### src/rtl/hud_track_meter_pkg.sv
// Shared types, colours and the saturation helper for the HUD progress column.
// Pure declarations, no logic; no flow control.
package hud_pkg;

    typedef enum logic [1:0] {
        RUN   = 2'd0,
        LOW   = 2'd1,
        EMPTY = 2'd2
    } fuel_state_t;

    typedef enum logic [1:0] {
        SEQ_IDLE  = 2'd0,
        SEQ_ISSUE = 2'd1,
        SEQ_WAIT  = 2'd2
    } seq_state_t;

    localparam logic [7:0] MASK    = 8'h62;
    localparam logic [7:0] BAR     = 8'h6d;
    localparam logic [7:0] ALERT   = 8'he0;
    localparam logic [7:0] MARKER0 = 8'he4;
    localparam logic [7:0] MARKERN = 8'h1f;

    localparam logic [13:0] SCORE_CEIL = 14'd9999;

    function automatic logic [13:0] sat_to(input logic [15:0] v, input logic [13:0] lim);
        return (v > {2'b00, lim}) ? lim : v[13:0];
    endfunction

endpackage

### src/rtl/hud_track_meter_seq_divider.sv
// 64/32 restoring divider, one quotient bit per cycle: 32 steps after start, done pulses for one cycle.
// No backpressure; abort drops the run and suppresses done. Caller guarantees dividend[63:32] < divisor.
module seq_divider (
    input  logic        clk,
    input  logic        resetN,
    input  logic        start,
    input  logic        abort,
    input  logic [63:0] dividend,
    input  logic [31:0] divisor,
    output logic [31:0] quotient,
    output logic        done
);

    logic        busy_q;
    logic [4:0]  cnt_q;
    logic [31:0] rem_q;
    logic [31:0] quo_q;
    logic [31:0] div_q;
    logic        done_q;
    logic [32:0] shifted;
    logic [32:0] diff;

    // diff[32] set means the trial subtraction went negative (restore)
    assign shifted = {rem_q, quo_q[31]};
    assign diff    = shifted - {1'b0, div_q};

    always_ff @(posedge clk or negedge resetN) begin
        if (!resetN) begin
            busy_q <= 1'b0;
            cnt_q  <= '0;
            rem_q  <= '0;
            quo_q  <= '0;
            div_q  <= '0;
            done_q <= 1'b0;
        end else begin
            done_q <= 1'b0;
            if (abort) begin
                busy_q <= 1'b0;
            end else if (start) begin
                busy_q <= 1'b1;
                cnt_q  <= '0;
                rem_q  <= dividend[63:32];
                quo_q  <= dividend[31:0];
                div_q  <= divisor;
            end else if (busy_q) begin
                rem_q <= diff[32] ? shifted[31:0] : diff[31:0];
                quo_q <= {quo_q[30:0], ~diff[32]};
                cnt_q <= cnt_q + 5'd1;
                if (cnt_q == 5'd31) begin
                    busy_q <= 1'b0;
                    done_q <= 1'b1;
                end
            end
        end
    end

    assign quotient = quo_q;
    assign done     = done_q;

endmodule

### src/rtl/hud_track_meter.sv
// Race-progress column: N car markers, score/fuel counters, low-fuel blink FSM; colour 2 cycles after x/y.
// No backpressure: one pixel per cycle, marker positions refresh once per frame.
module hud_track_meter
    import hud_pkg::*;
#(
    parameter int N_MARKERS    = 2,
    parameter int BAR_X        = 0,
    parameter int BAR_W        = 32,
    parameter int BAR_TOP      = 16,
    parameter int BAR_BOTTOM   = 480,
    parameter int MARKER_H     = 16,
    parameter int FUEL_MAX     = 100,
    parameter int FUEL_PICKUP  = 5,
    parameter int PICKUP_SCORE = 100,
    parameter int FUEL_LOW     = 20,
    parameter int SCORE_PERIOD = 16,
    parameter int FUEL_PERIOD  = 64,
    parameter int BLINK_PERIOD = 16
) (
    input  logic                           clk,
    input  logic                           resetN,
    input  logic                           frame_start,
    input  logic                           game_active,
    input  logic [10:0]                    requested_x,
    input  logic [10:0]                    requested_y,
    input  logic [9:0]                     player_speed,
    input  logic                           fuel_pickup,
    input  logic [N_MARKERS-1:0][31:0]     distances,
    input  logic [31:0]                    track_length,
    output logic [7:0]                     output_color,
    output logic [N_MARKERS-1:0][10:0]     marker_y,
    output logic [13:0]                    score_val,
    output logic [13:0]                    fuel_val,
    output logic                           fuel_empty
);

    localparam int          IDX_W     = (N_MARKERS > 1) ? $clog2(N_MARKERS) : 1;
    localparam int          BLINK_BIT = $clog2(BLINK_PERIOD);
    localparam logic [31:0] SPAN_U    = 32'(BAR_BOTTOM - BAR_TOP - MARKER_H);
    localparam logic [10:0] Y_REST    = 11'(BAR_BOTTOM - MARKER_H);
    localparam logic [10:0] Y_TOP     = 11'(BAR_TOP);

    // ---------------- frame counter, score, fuel ----------------
    logic [15:0] frame_cnt_q, frame_cnt_d, frame_cnt_inc;
    logic [13:0] score_q, score_d, fuel_q, fuel_d, fuel_mid;
    logic [15:0] score_sum, fuel_up;
    logic        score_tick, fuel_tick, pickup_ok, moving;
    fuel_state_t state_q, state_d;

    assign frame_cnt_inc = frame_cnt_q + 16'd1;
    assign frame_cnt_d   = frame_start ? frame_cnt_inc : frame_cnt_q;
    assign score_tick    = frame_start && ((frame_cnt_inc & 16'(SCORE_PERIOD - 1)) == 16'd0);
    assign fuel_tick     = frame_start && ((frame_cnt_inc & 16'(FUEL_PERIOD - 1)) == 16'd0);
    assign pickup_ok     = fuel_pickup && (state_q != EMPTY);
    assign moving        = (player_speed != 10'd0);

    always_comb begin
        score_sum = {2'b00, score_q};
        if (game_active && score_tick && moving) score_sum = score_sum + 16'(player_speed >> 7);
        if (game_active && pickup_ok)            score_sum = score_sum + 16'(PICKUP_SCORE);
        score_d = sat_to(score_sum, SCORE_CEIL);

        // pickup lands first so a same-cycle tick drains the refilled value
        fuel_up  = {2'b00, fuel_q} + (pickup_ok ? 16'(FUEL_PICKUP) : 16'd0);
        fuel_mid = sat_to(fuel_up, 14'(FUEL_MAX));
        fuel_d   = fuel_mid;
        if (game_active && fuel_tick && moving && (fuel_mid != 14'd0)) fuel_d = fuel_mid - 14'd1;
    end

    always_comb begin
        state_d = state_q;
        case (state_q)
            RUN:     if (fuel_d <= 14'(FUEL_LOW)) state_d = LOW;
            LOW: begin
                if (fuel_d == 14'd0)              state_d = EMPTY;
                else if (fuel_d > 14'(FUEL_LOW))  state_d = RUN;
            end
            EMPTY:   state_d = EMPTY;
            default: state_d = RUN;
        endcase
    end

    // ---------------- marker placement sequencer ----------------
    seq_state_t                    seq_q, seq_d;
    logic [IDX_W-1:0]              idx_q, idx_d;
    logic [N_MARKERS-1:0][10:0]    shadow_q, shadow_d, marker_q, marker_d;
    logic                          shadow_vld_q, shadow_vld_d;
    logic [31:0]                   cur_dist, div_quotient;
    logic [63:0]                   div_dividend;
    logic                          div_start, div_abort, div_done, bypass, last;

    assign cur_dist     = distances[idx_q];
    assign div_dividend = {32'd0, cur_dist} * {32'd0, SPAN_U};
    assign bypass       = (track_length == 32'd0) || (cur_dist >= track_length);
    assign last         = (idx_q == IDX_W'(N_MARKERS - 1));

    always_comb begin
        seq_d        = seq_q;
        idx_d        = idx_q;
        shadow_d     = shadow_q;
        shadow_vld_d = shadow_vld_q;
        marker_d     = marker_q;
        div_start    = 1'b0;
        div_abort    = 1'b0;
        if (frame_start) begin
            // commit only a complete set; an interrupted run is thrown away
            if (shadow_vld_q) marker_d = shadow_q;
            shadow_vld_d = 1'b0;
            div_abort    = 1'b1;
            idx_d        = '0;
            seq_d        = SEQ_ISSUE;
        end else begin
            case (seq_q)
                SEQ_ISSUE: begin
                    if (bypass) begin
                        shadow_d[idx_q] = Y_TOP;
                        if (last) begin
                            shadow_vld_d = 1'b1;
                            seq_d        = SEQ_IDLE;
                        end else begin
                            idx_d = idx_q + 1'b1;
                        end
                    end else begin
                        div_start = 1'b1;
                        seq_d     = SEQ_WAIT;
                    end
                end
                SEQ_WAIT: begin
                    if (div_done) begin
                        shadow_d[idx_q] = 11'(32'(Y_REST) - div_quotient);
                        if (last) begin
                            shadow_vld_d = 1'b1;
                            seq_d        = SEQ_IDLE;
                        end else begin
                            idx_d = idx_q + 1'b1;
                            seq_d = SEQ_ISSUE;
                        end
                    end
                end
                default: seq_d = SEQ_IDLE;
            endcase
        end
    end

    seq_divider u_div (
        .clk      (clk),
        .resetN   (resetN),
        .start    (div_start),
        .abort    (div_abort),
        .dividend (div_dividend),
        .divisor  (track_length),
        .quotient (div_quotient),
        .done     (div_done)
    );

    // ---------------- pixel pipeline ----------------
    logic [N_MARKERS-1:0] hit_q, hit_d;
    logic                 in_bar_q, in_col, in_rows;
    logic [7:0]           colour_q, colour_d;
    logic                 alert;

    // offset compares wrap below the origin, so one unsigned test covers both bounds
    assign in_col  = (({1'b0, requested_x} - 12'(BAR_X))   < 12'(BAR_W));
    assign in_rows = (({1'b0, requested_y} - 12'(BAR_TOP)) < 12'(BAR_BOTTOM - BAR_TOP));

    always_comb begin
        hit_d = '0;
        for (int i = 0; i < N_MARKERS; i++) begin
            hit_d[i] = in_col && (({1'b0, requested_y} - {1'b0, marker_q[i]}) < 12'(MARKER_H));
        end
    end

    assign alert = (state_q == EMPTY) || ((state_q == LOW) && frame_cnt_q[BLINK_BIT]);

    always_comb begin
        colour_d = MASK;
        if (in_bar_q) colour_d = alert ? ALERT : BAR;
        for (int i = N_MARKERS - 1; i >= 0; i--) begin
            if (hit_q[i]) colour_d = (i == 0) ? MARKER0 : MARKERN;
        end
    end

    always_ff @(posedge clk or negedge resetN) begin
        if (!resetN) begin
            frame_cnt_q  <= '0;
            score_q      <= '0;
            fuel_q       <= 14'(FUEL_MAX);
            state_q      <= RUN;
            seq_q        <= SEQ_IDLE;
            idx_q        <= '0;
            shadow_q     <= {N_MARKERS{Y_REST}};
            shadow_vld_q <= 1'b0;
            marker_q     <= {N_MARKERS{Y_REST}};
            hit_q        <= '0;
            in_bar_q     <= 1'b0;
            colour_q     <= MASK;
        end else begin
            frame_cnt_q  <= frame_cnt_d;
            score_q      <= score_d;
            fuel_q       <= fuel_d;
            state_q      <= state_d;
            seq_q        <= seq_d;
            idx_q        <= idx_d;
            shadow_q     <= shadow_d;
            shadow_vld_q <= shadow_vld_d;
            marker_q     <= marker_d;
            hit_q        <= hit_d;
            in_bar_q     <= in_col && in_rows;
            colour_q     <= colour_d;
        end
    end

    assign output_color = colour_q;
    assign marker_y     = marker_q;
    assign score_val    = score_q;
    assign fuel_val     = fuel_q;
    assign fuel_empty   = (state_q == EMPTY);

endmodule

### config.mk
export PLATFORM = sky130hd
export DESIGN_NAME = hud_track_meter
export DESIGN_NICKNAME = d
export VERILOG_FILES = /design/src/rtl/hud_track_meter_pkg.sv /design/src/rtl/hud_track_meter_seq_divider.sv /design/src/rtl/hud_track_meter.sv
export SDC_FILE = /design/constraint.sdc
export NUM_CORES = 1
export LEC_CHECK = 0
export BUFFER_PORTS_ARGS = -buffer_cell sky130_fd_sc_hd__buf_2
export CORE_MARGIN = 2
export CORE_UTILIZATION = 35
export CTS_CLUSTER_DIAMETER = 40
export DETAILED_ROUTE_END_ITERATION = 10
export HOLD_SLACK_MARGIN = 0.15
export PLACE_DENSITY = 0.55
export SLEW_MARGIN = 30
export SYNTH_ARGS = -nofsm -noshare
export SYNTH_HDL_FRONTEND = slang
export SYNTH_SLANG_ARGS = --single-unit
export TNS_END_PERCENT = 100
### constraint.sdc
create_clock -name clk -period 5.55 [get_ports clk]
set_clock_uncertainty 0.2 [all_clocks]
set_input_delay 0.555 -clock clk [delete_from_list [all_inputs] [get_ports clk]]
set_output_delay 0.555 -clock clk [all_outputs]
set_load 0.03 [all_outputs]
==> results.toml <==
[status]
status = "complete, no violations"

[logic_synthesis]
synth_fa_ha_area_share_pct = 15.0
yosys.area_share.simple_pct = 16.4
synth_cells = 1710
yosysSeqAreaShare_pct = 32.0
ys.warnings.count = 0
avgSynthCellArea_sq_um = 9.02
synthFlopType = "dfrtp_1"
synthArstFlopShare_pct = 100
muxShareOfSynthArea_pct = 7.80
synthDistinctLibCells = 84
synth_top_area_share_pct = 28.4
synth_top_family_by_area = "compound AO/OA/AOI/OAI gates"
yosys-top-cells-area = "dfrtp_1 (28%), ha_1 (11%), mux2_2 (4.7%)"
synth_area_sq_um = 15400
synth_edf_count = 0
ys_ff_latch = 196
yosysTopAreaCell = "dfrtp_1"
synth-compound-area-share_pct = 18.0
synth_xor_area_share_pct = 6.16

[layout]
fillerInstances = 4315
register_area_sq_um = 4930
layout_common_cells = "buf_2 (185), nand2_1 (178), dfrtp_1 (174)"
final_common_cell = "buf_2"
layout.nets = 2189
final_util_pct = 41.1
multiInputGateArea_sq_um = 9810
area_delta_synth_final_pct = 15.3
drive_above_1_share_pct = 18.6
antenna_cells = 0

[placement]
io_buffers = 186
gp_congestion = 0.906
dp_hpwl_um = 31300

[detailed_routing]
wl_per_cell_um = 16.4
ant_nets = 0
num_vias = 13200
wirelength_um = 40900
drt_iter0_markers = 819
drc = 0
drt_pass1_iterations = 5
vias_per_cell = 5.30

[worst_hold_path]
hold_path.class = "in2reg"

[power]
power_frac_clock_pct = 15.7
power.combinational.fraction_pct = 57.9
irDropWorstVdd_v = 0.000207
p_sw_share_pct = 45.6
power_switching_w = 0.00369
intPower_w = 0.00441
power_density_nw_per_um2 = 456
seqPwrFrac_pct = 26.4
power.leakage_nw = 8.18

[run]
maxCapViolCount = 0

[cts]
htreeDepth = 4
root_buffer = "clkbuf_16"
cts_made_buffers = 17
tritoncts = "yes"
insertion_delay_ns = 0.46
cts_setup_buffers = 0
clkTransAtPathRegs_ns = 0.08
clkSinkCount = 196
clk_path_buf_depth = 2

[global_routing]
grt.busiest_layer = "met2"
grt_pass1_vias = 13000
antenna_found_initial = 0
grtUsageMet2_pct = 30.0
track_usage_pct = 18.4
grt_max_degree = 106
use_met1_pct = 25.1
grtUsageMet3_pct = 2.69
overflow = 0
grt_pass1_wl_um = 66900

[setup_path]
criticalPathCategory = "reg2reg"
cp-start-kind = "flop"
path_buf_inv = 2
cp_top_family = "compound AO/OA/AOI/OAI gates"
max_stage_delay_ns = 0.52
cp_data_required_time_ns = 5.68
path_cells = "buf_4 > buf_4 > mux2_2 > fa_1 > ha_1 > o21a_1 > o31ai_1 > a21oi_1 > o211ai_1 > a31oi_1 > o211ai_1 > a21oi_1 > o41ai_1 > nor4b_1 > a211oi_1"
worst_path_max_delay_cell = "dfrtp_2"
crit_fanout = 18
arrival_ns = 5.17
worstSetupEndpointType = "flop"

[sta]
rsz0062_at_grt = "false"
worst_pin_slew_ns = 0.793
slew_viol_final = 0
fmax_mhz = 198
max-slew-margin-rel_pct = 45.8
period_share_pct = 90.9
setup_viol = 0
period_minus_slack_ns = 5.04
setup_tns_ns = 0
finalHoldViolCount = 0
hold_slack_ns = 0.184

[floorplan]
core_sq_um = 43300
start_util_pct = 35.6
die_width_um = 214
dieArea_sq_um = 45700
fp-row-count = 76
die_h_um = 214
io_pins = 192
==> power by group through the flow <==
stage	Sequential (W)	Combinational, W	Clock, W
floorplan	0.00222	0.00348	0
global placement	0.00215	0.00459	0
detailed placement	0.00217	0.00464	0
CTS	0.00214	0.00469	0.00132
global route	0.00219	0.00531	0.00137
finish	0.00214	0.00470	0.00127
==> worst paths after layout <==
kind / startpoint / end / slack, ns / cells past startpoint
max: idx_q / u_div.rem_q[8] / 0.51 / 15
min: track_length[14] / u_div.div_q[14] / 0.18 / 3
max reg2reg: idx_q / u_div.rem_q[8] / 0.51 / 15
min in group asynchronous: resetN / fuel_val[1] / 0.50 / 2
min reg2reg: hit_q[0] / output_color[1] / 0.27 / 1
max in group asynchronous: resetN / idx_q / 3.61 / 3
==> metal layers <==
| metal | share of wire, % | wire length [um] | up-vias |
|---|---|---|---|
| met4 | 2.3 | 921 | 0 |
| met3 | 3.7 | 1530 | 46 |
| met1 | 49 | 20000 | 6352 |
| met2 | 45 | 18500 | 308 |
| li1 | - | - | 6480 |
| met5 | 0 | 0 | - |
==> state kept, by name, summed over array words and instances (netlist names) <==
name	count
idx_q	1
u_div.div_q	32
u_div.done	1
shadow_vld_q	1
hit_q	2
state_q	2
marker_y	22
seq_q	2
in_bar_q	1
u_div.busy_q	1
shadow_q	22
output_color	6
u_div.quotient	32
u_div.cnt_q	5
fuel_val	14
u_div.rem_q	32
frame_cnt_q	6
score_val	14
==> synthesized netlist by cell type (all sizes together), types with 14 or more instances <==
library cell / count
nand2: 179
ha: 131
nor2b: 15
a21oi: 86
xnor2: 64
and3: 21
clkbuf: 40
buf: 14
mux2: 65
nor4: 24
nor3: 44
xor2: 41
nand3: 41
nand2b: 18
nor2: 100
o21ai: 127
dfrtp: 175
a21o: 46
inv: 131
a31oi: 27
and2: 18
dfstp: 21
fa: 34
mux2i: 47
nand4: 24
o211ai: 14
==> worst min-delay path: stages <==
cell     delay (ns)
buf_2          0.13
nand2_1        0.05
o21ai_0        0.07
==> stage by stage <==
stage	worst slack (ns)	cell area, sq um	power (W)	std cells
after floorplan	0.879	15400	0.00570	1712
after global placement	0.514	17100	0.00674	2447
after detailed placement	0.400	17100	0.00681	2447
after CTS	0.351	17800	0.00815	2489
after global routing	0.0762	17800	0.00888	2489
final	0.506	17800	0.00811	2489
==> area by class of cell <==
class | instances | area share, %
flip-flops and latches | 196 | 27.8
well taps | 585 | 4.12
inverters | 131 | 2.77
clock buffers | 19 | 2.56
multi-input cells | 1331 | 55.2
clock inverters | 13 | 0.824
repair buffers | 214 | 6.75
==> cell families (layout without fill, tap and decap cells) <==
family                   after synthesis  in the layout
AO/OA/AOI/OAI                        424            424
XOR/XNOR                             105            105
adder cells (fa/ha/maj)              165            165
buffers and inverters                185            377
flip-flops                           196            196
multiplexers                         112            112
other                                  1              3
AND/OR/NAND/NOR                      522            522
==> what timing repair did <==
item,CTS,global route
hold buffers,10,0
gates resized for setup,0,1
setup endpoints to repair,0,1
hold endpoints to repair,80,0
(Power assumes the default switching activity.)
